[src/rtl/jtpinpon_objscan.sv]
// -----------------------------------------------------------------------------
// jtpinpon_objscan
// Object-table scanner for the Ping Pong object line drawer. Once per scan line
// it walks the object RAM from index OBJMAX-1 down to 0. Every object whose
// 16-line band covers vrender is handed to the drawer through a draw/busy
// handshake. Object 0 is visited last, so it wins in the overwrite buffer.
//
// Object entry layout (4 bytes):
//   byte0 = ypos, byte1 = code, byte2 = {vflip, hflip, 1'b0, pal[4:0]}, byte3 = xpos
//
// Ports
//   clk, rst          system clock, asynchronous active-high reset
//   cen2              scan clock enable; all state changes happen on cen2
//   hinit_x           line start pulse; starts or restarts a scan
//   vrender[7:0]      line being prepared
//   oram_addr         object RAM address {index, byte[1:0]}
//   oram_dout[7:0]    object RAM data, one cen2 of read latency
//   draw / busy       request to / status from the drawer
//   xpos, ysub, pal,
//   hflip, vflip,
//   code              object data for the drawer, stable while draw is high
//   done              high once the scan for the current line has finished
//   ovf               (JTPINPON_OBJ_LIMIT_EN only) hit limit reached this line
//
// Build option
//   JTPINPON_OBJ_LIMIT_EN: adds parameter LINEMAX and output ovf. The hit that
//   would be number LINEMAX+1 on a line is not drawn; instead ovf is set and
//   the scan ends.
// -----------------------------------------------------------------------------
module jtpinpon_objscan #(
  parameter int OBJMAX = 32,
  parameter int OBJ_AW = 7
`ifdef JTPINPON_OBJ_LIMIT_EN
  ,
  parameter int LINEMAX = 8
`endif
) (
  input  logic              clk,
  input  logic              rst,
  input  logic              cen2,
  input  logic              hinit_x,
  input  logic [7:0]        vrender,
  output logic [OBJ_AW-1:0] oram_addr,
  input  logic [7:0]        oram_dout,
  output logic              draw,
  input  logic              busy,
  output logic [7:0]        xpos,
  output logic [3:0]        ysub,
  output logic [4:0]        pal,
  output logic              hflip,
  output logic              vflip,
  output logic [7:0]        code,
`ifdef JTPINPON_OBJ_LIMIT_EN
  output logic              ovf,
`endif
  output logic              done
);

  localparam int IW = OBJ_AW - 2;

  typedef enum logic [2:0] {
    IDLE,
    READ,
    CHECK,
    DRAW,
    NEXT
  } state_t;

  state_t        st;
  logic [IW-1:0] idx;
  logic [IW-1:0] idx_dec;
  logic [2:0]    rd_cnt;     // byte being addressed; byte rd_cnt-1 is latched
  logic [7:0]    ypos_r;
  logic [7:0]    code_r;
  logic [6:0]    attr_r;     // {vflip, hflip, pal}; the spare bit is dropped
  logic [7:0]    xpos_r;
  logic [7:0]    ydiff;
  logic          hit;
  logic          limit_hit;

  assign idx_dec = idx - IW'(1);
  assign ydiff   = vrender - ypos_r;   // modulo 256 makes the band wrap at 0xFF
  assign hit     = (ydiff[7:4] == 4'd0);

  // The RAM address is decoded from registered state only, so it is glitch
  // free. While an object is checked or drawn, byte0 and byte1 of the next
  // lower index are already requested; NEXT then latches byte0 and the fresh
  // READ pass only has bytes 1..3 left. This keeps a missed object at five
  // cen2 cycles and lets RAM reads overlap the drawer.
  // NOTE: every signal driven from always_comb gets a default first, so no
  // path through the case can leave it unassigned and infer a latch.
  always_comb begin
    oram_addr = {idx, 2'd0};
    case (st)
      READ:        oram_addr = {idx, rd_cnt[1:0]};
      CHECK, DRAW: oram_addr = {idx_dec, 2'd0};
      NEXT:        oram_addr = {idx_dec, 2'd1};
      default:     ;
    endcase
  end

`ifdef JTPINPON_OBJ_LIMIT_EN
  localparam int HCW = $clog2(LINEMAX + 1);

  logic [HCW-1:0] hit_cnt;

  assign limit_hit = (hit_cnt == HCW'(LINEMAX));

  always_ff @(posedge clk or posedge rst) begin
    if (rst) begin
      hit_cnt <= '0;
      ovf     <= 1'b0;
    end else if (cen2) begin
      if (hinit_x) begin
        hit_cnt <= '0;
        ovf     <= 1'b0;
      end else if (st == CHECK && hit) begin
        if (limit_hit) ovf <= 1'b1;
        else           hit_cnt <= hit_cnt + HCW'(1);
      end
    end
  end
`else
  assign limit_hit = 1'b0;
`endif

  // NOTE: state registers use non-blocking assignments so every register in
  // this block sees the pre-edge value of every other one.
  always_ff @(posedge clk or posedge rst) begin
    if (rst) begin
      st     <= IDLE;
      idx    <= '0;
      rd_cnt <= 3'd0;
      ypos_r <= 8'd0;
      code_r <= 8'd0;
      attr_r <= 7'd0;
      xpos_r <= 8'd0;
      draw   <= 1'b0;
      xpos   <= 8'd0;
      ysub   <= 4'd0;
      pal    <= 5'd0;
      hflip  <= 1'b0;
      vflip  <= 1'b0;
      code   <= 8'd0;
      done   <= 1'b0;
    end else if (cen2) begin
      if (hinit_x) begin
        // A new line wins over anything in flight. The drawer is left alone;
        // a pending request is simply withdrawn.
        st     <= READ;
        idx    <= IW'(OBJMAX - 1);
        rd_cnt <= 3'd0;
        draw   <= 1'b0;
        done   <= 1'b0;
      end else begin
        case (st)
          IDLE: ;

          READ: begin
            case (rd_cnt)
              3'd1:    ypos_r <= oram_dout;
              3'd2:    code_r <= oram_dout;
              3'd3:    attr_r <= {oram_dout[7:6], oram_dout[4:0]};
              3'd4:    xpos_r <= oram_dout;
              default: ;
            endcase
            if (rd_cnt == 3'd4) st <= CHECK;
            else                rd_cnt <= rd_cnt + 3'd1;
          end

          CHECK: begin
            if (hit && limit_hit) begin
              done <= 1'b1;
              st   <= IDLE;
            end else if (hit) begin
              xpos  <= xpos_r;
              ysub  <= ydiff[3:0];
              pal   <= attr_r[4:0];
              hflip <= attr_r[5];
              vflip <= attr_r[6];
              code  <= code_r;
              st    <= DRAW;
            end else begin
              st <= NEXT;
            end
          end

          DRAW: begin
            // Request only once the drawer is free, then withdraw as soon as
            // it reports busy: one request per hit.
            if (!draw) begin
              if (!busy) draw <= 1'b1;
            end else if (busy) begin
              draw <= 1'b0;
              st   <= NEXT;
            end
          end

          NEXT: begin
            if (idx == '0) begin
              done <= 1'b1;
              st   <= IDLE;
            end else begin
              idx    <= idx_dec;
              ypos_r <= oram_dout;   // byte0 requested during CHECK/DRAW
              rd_cnt <= 3'd2;
              st     <= READ;
            end
          end

          default: st <= IDLE;
        endcase
      end
    end
  end

endmodule

[config.mk]
export PLATFORM = sky130hd
export DESIGN_NAME = jtpinpon_objscan
export DESIGN_NICKNAME = d
export VERILOG_FILES = /design/src/rtl/jtpinpon_objscan.sv
export SDC_FILE = /design/constraint.sdc
export NUM_CORES = 1
export LEC_CHECK = 0
export CORE_MARGIN = 4
export CORE_UTILIZATION = 45
export CTS_BUF_LIST = sky130_fd_sc_hd__clkbuf_16
export CTS_CLUSTER_SIZE = 12
export DETAILED_ROUTE_END_ITERATION = 7
export PLACE_DENSITY = 0.8
export SLEW_MARGIN = 10
export SYNTH_ARGS = -nofsm -noshare
export SYNTH_HDL_FRONTEND = slang
export SYNTH_SLANG_ARGS = --single-unit
[constraint.sdc]
create_clock -name clk -period 2.7 [get_ports clk]
set_clock_uncertainty 0.05 [all_clocks]
set_input_delay 0.54 -clock clk [delete_from_list [all_inputs] [get_ports clk]]
set_output_delay 0.54 -clock clk [all_outputs]
set_load 0.05 [all_outputs]
## After elaboration in Yosys (flattened, before gate mapping)

Index checks and enable logic that the tools add are counted.
Widths: inputs -> output; s select.

| storage, ports and cells | value |
|---|---|
| register bits after elaboration | 71 |
| word-level logic and storage cells | 79 |
| bits of input ports | 21 |

| operators by class | value |
|---|---|
| eq/ne operators | 17 |
| mux-type cells | 24 |
| bitwise operators | 1 |
| reductions and logical operators | 19 |
| $add $sub $neg | 3 |

Operators by type and width:

| kind | count |
|---|---|
| $mux 3 | 8 |
| $pmux 7 s3 | 1 |
| $reduce_and 4->1 | 5 |
| $mux 8 | 2 |
| $pmux 8 s2 | 1 |
| $mux 5 | 3 |
| $ne 3x3->1 const B | 5 |
| $pmux 3 s5 | 1 |
| $eq 3x2->1 const B | 4 |
| $reduce_and 5->1 | 2 |
| $reduce_bool 2->1 | 4 |
| $sub 8x8->8 | 1 |
| $mux 1 | 7 |
| $eq 3x1->1 const B | 2 |
| $eq 3x3->1 const B | 2 |
| $ne 2x2->1 const B | 3 |
| $pmux 3 s2 | 1 |
| $reduce_and 3->1 | 2 |
| $logic_not 5->1 | 1 |
| $sub 5x1->5 const B | 1 |
| $logic_not 4->1 | 1 |
| $add 3x1->3 const B | 1 |
| $logic_not 3->1 | 1 |
| $reduce_bool 3->1 | 1 |
| 4 further kinds | 4 |

## Longest topological paths before layout

| logic depth | value |
|---|---|
| depth in word-level cells | 5 |
| mapped depth | 10 |
| mapped depth without buffers | 9 |

## Least setup slack after synthesis

No wires, ideal clock.

| timing path | value |
|---|---|
| kind | register to output |
| start point | register st[0] |
| end point | output oram_addr[6] |
| setup slack | 23 ps |
| path buffers | 1 |
| arrival | 2087 ps |
| stages on the path, launching flop included | 6 |
| required time | 2110 ps |
| path through | dfrtp_1 -> buf_2 -> or3b_2 -> nand2_1 -> nand3_1 -> xnor2_1 |

| on the way | value |
|---|---|
| longest elaborated chain between the ends | 3 |
| elaborated cells between the ends (all ways) | 6 |

RTL lines:

| item | line | RTL |
|---|---|---|
| start, declared | 69 | `state_t st;` |
| start signal, assigned | 131 | `st <= IDLE;` |
| start signal, assigned | 150 | `st <= READ;` |
| start signal, assigned | 167 | `if (rd_cnt == 3'd4) st <= CHECK;` |
| $eq 3x2->1 | 94 | `case (st)` |
| $reduce_or 2->1 | 94 |  |
| $pmux 7 s3 (*) | 94 |  |
| end, declared | 43 | `output logic [OBJ_AW-1:0] oram_addr,` |

Mark *: on every way between the ends. The rest lies on a longest branch, timed or not.

## Final worst setup path

| timing path | value |
|---|---|
| start point | input vrender[4] |
| end point | register pal[0] |

| on the way | value |
|---|---|
| longest elaborated chain between the ends | 3 |

RTL lines:

| item | line | RTL |
|---|---|---|
| start, declared | 42 | `input logic [7:0] vrender,` |
| $sub 8x8->8 | 82 | `assign ydiff = vrender - ypos_r;` |
| $logic_not 4->1 | 83 | `assign hit = (ydiff[7:4] == 4'd0);` |
| $reduce_and 4->1 (no line) | -- |  |
| end signal, assigned | 178 | `pal <= attr_r[4:0];` |
| end, declared | 49 | `output logic [4:0] pal,` |

Every way passes these cells.
A chain may end at the register's enable or synchronous reset.

==> metrics.txt <==
ant diodes 0; Starting Density 0.474; clk_lat worst skew 0.33 ns; Cell Area, Synth 0.00351 sq mm; hold_ws 0.448 ns; Post-synth EDFFs 0; crit path launch type input pin; register bit total from synthesis 71; CTS root buffer clkbuf_16; Yosys warnings 0; critical path class input pin to flop; Post-Syn Nets 325; max cap viols 0; Req. time, crit path 2.86 ns; IO Pins 57; most frequent cells in the layout dfrtp_1 (71), clkdlybuf4s50_1 (46), mux2_2 (30); max incr delay on CP 0.45 ns; Final Critical Period 2.64 ns; final global-route overflow total 0; area grow syn2layout 37.4%; Compound-Gate Fraction of Synth Area 0.0919; First-pass DRT Iterations 4; largest family of logic cells by synthesized area multiplexers; P_leak 2.37 nW; CTS tree done; Tcrit/Tclk final 0.978; setup TNS 0 ns; maximum clock rate 0.379 GHz; Worst path top cell family by delay buffers and inverters; DRC violations left 0; gp weighted congestion 0.859; total track usage 0.187; WP data arrival 2.80 ns; initial antenna violation count 0; VDD IR max 0.000415 V; largest net degree at the start of global routing 50; CTS H-tree depth 3; simple-gate share of the synthesized area 0.0923; Final Max Tran Viols 0; Yosys top cell area share 0.506; vias in the first global route 2756; first-pass GRT wire length 13100 um; slew margin rel. 0.617; asr flop ratio synth 1.00; HPWL Detailed 5470 um; maximum root-to-sink buffer count 2; hold depth 1; Horiz. Die Dim 96.3 um; # rows 31; Vias 2565; Yosys cell types 45; ANT nets after route 0; Final setup viols 0; Most common cell on crit path buf_12; Vias/cell 5.33; cts hold-fix bufs 0; die area 0.00928 sq mm; Avg Cell Area, Syn 12.1 sq um; reg2reg path depth 10; mux share of post-synthesis cell area 0.189; share of layout cells above drive strength 1 0.325; Synth area leader dfrtp_1; post-route cell area 0.00482 sq mm; RSZ-0062 raised after global routing true; register area share after synthesis 0.506; Placed Area 0.00440 sq mm; leading post-synthesis cells by cell area dfrtp_1 (51%), mux2_2 (11%), mux2_4 (7.7%); Hold WC Path Type flop to flop; PD cells 789 mW/mm^2; Num CTS Buffers 9; Power Total 0.00381 W; Iteration-0 DRC Markers 116; critical-path cell list clkdlybuf4s50_1 -> ha_1 -> or2_2 -> o221a_2 -> a311o_1 -> nand4_4 -> buf_12 -> buf_12 -> mux2_4; Core ar. 0.00741 sq mm; Worst Max-Slew Pin Slew 0.574 ns; commonest non-fill, non-tap cell in the layout dfrtp_1; run status finished, final reports clean; fill cell instance count of the final layout 556; Adder-Cell Fraction of Synth Area 0.0556; number of stages on the worst setup path 9; routed len/inst 16.6 um; Max stage delay cell, worst path clkdlybuf4s50_1; crit path max fanout 8; crit end category flop; Die Span Y 96.3 um; Port Buffers 56; Clk pin slew, worst setup/hold paths 0.05 ns; XOR/XNOR Fraction of Synth Area 0.0271; Final Hold Fails 0; Final Util 0.651; Routed WL 7980 um; cell count after synthesis 289; Sink Count 71; Top FF cell, synth dfrtp_1; Nets 413; CP bufs+invs 3
-- cells in the mapped netlist (2+ instances only) --
cell type,n
or2_2,2
clkbuf_1,5
o31a_1,2
dfrtp_1,71
and2_1,2
nor2b_1,3
xnor2_1,6
nand2b_1,2
nand3_1,4
nor2_1,16
ha_1,14
nor3_1,6
nand2_1,23
o21a_1,2
a22o_1,3
a21oi_1,12
mux2_4,18
o21ai_0,12
a31oi_1,5
o21bai_1,2
inv_1,19
buf_12,2
xor2_1,3
mux2i_1,2
mux2_2,33
-- cells by family after synthesis --
family,count (synthesis)
mux,53
simple gates,65
fa+ha+maj,15
buf+inv,27
flops,71
xor+xnor,10
compound gates,48
-- metal layers --
metal	vias to the layer above	global-route usage	part of all wire
li1	1190	-	-
met2	81	0.320	0.52
met1	1283	0.229	0.42
met3	11	0.0493	0.046
met4	0	0.0572	0.014
met5	-	0	0
-- cell type report --
cell class / instances / area (sq um) / share of cell area
clock buffers: 9 / 225 / 0.0467
clock inverters: 7 / 41.3 / 0.00856
inverters: 19 / 71.3 / 0.0148
multi-input cells: 191 / 1660 / 0.344
flip-flops and latches: 71 / 1780 / 0.368
well taps: 99 / 124 / 0.0257
repair buffers: 85 / 923 / 0.191
-- flip-flops by register name (all words and copies together), names as in the netlist, 3 cells and up --
register  count
pal           5
xpos_r        8
xpos          8
code_r        8
rd_cnt        3
attr_r        7
code          8
idx           5
ysub          4
ypos_r        8
st            3
-- stage by stage --
stage	std cells	setup WS [ns]
after floorplan	289	0.0232
after global placement	461	-0.450
after detailed placement	461	-0.510
after CTS	481	0.00477
after global routing	481	-0.00655
final	481	0.0595
-- worst register-to-register path: cells and delay by family (launching register included) --
family                   cells  cell delay [ns]
flip-flops                   1             0.41
AO/OA/AOI/OAI                2             0.54
adder cells (fa/ha/maj)      2             0.55
multiplexers                 1             0.31
AND/OR/NAND/NOR              3             0.32
buffers and inverters        2             0.28
-- what timing repair did --
action | CTS | global route
pin swaps | 5 | 5
gates cloned | 2 | 0
setup buffers | 2 | 0
gates resized for setup | 13 | 9
endpoints found under the setup margin | 29 | 33
-- worst paths after layout --
check	slack, ns	startpoint	endpoint
max	0.06	vrender[4]	pal[0]
min	0.45	attr_r[6]	attr_r[6]
max reg2reg	0.14	ypos_r[0]	pal[0]
min reg2reg	0.45	attr_r[6]	attr_r[6]
max in group asynchronous	1.41	rst	attr_r[0]
min in group asynchronous	0.55	rst	idx[3]
-- power by group --
group          switching [W]  total [W]  internal, W  leakage [nW]
sequential          0.000148    0.00142      0.00128         0.919
combinational       0.000673    0.00133     0.000659          1.32
clock               0.000438    0.00105     0.000612         0.130
total                0.00126    0.00381      0.00255          2.37
(Power assumes the default switching activity.)
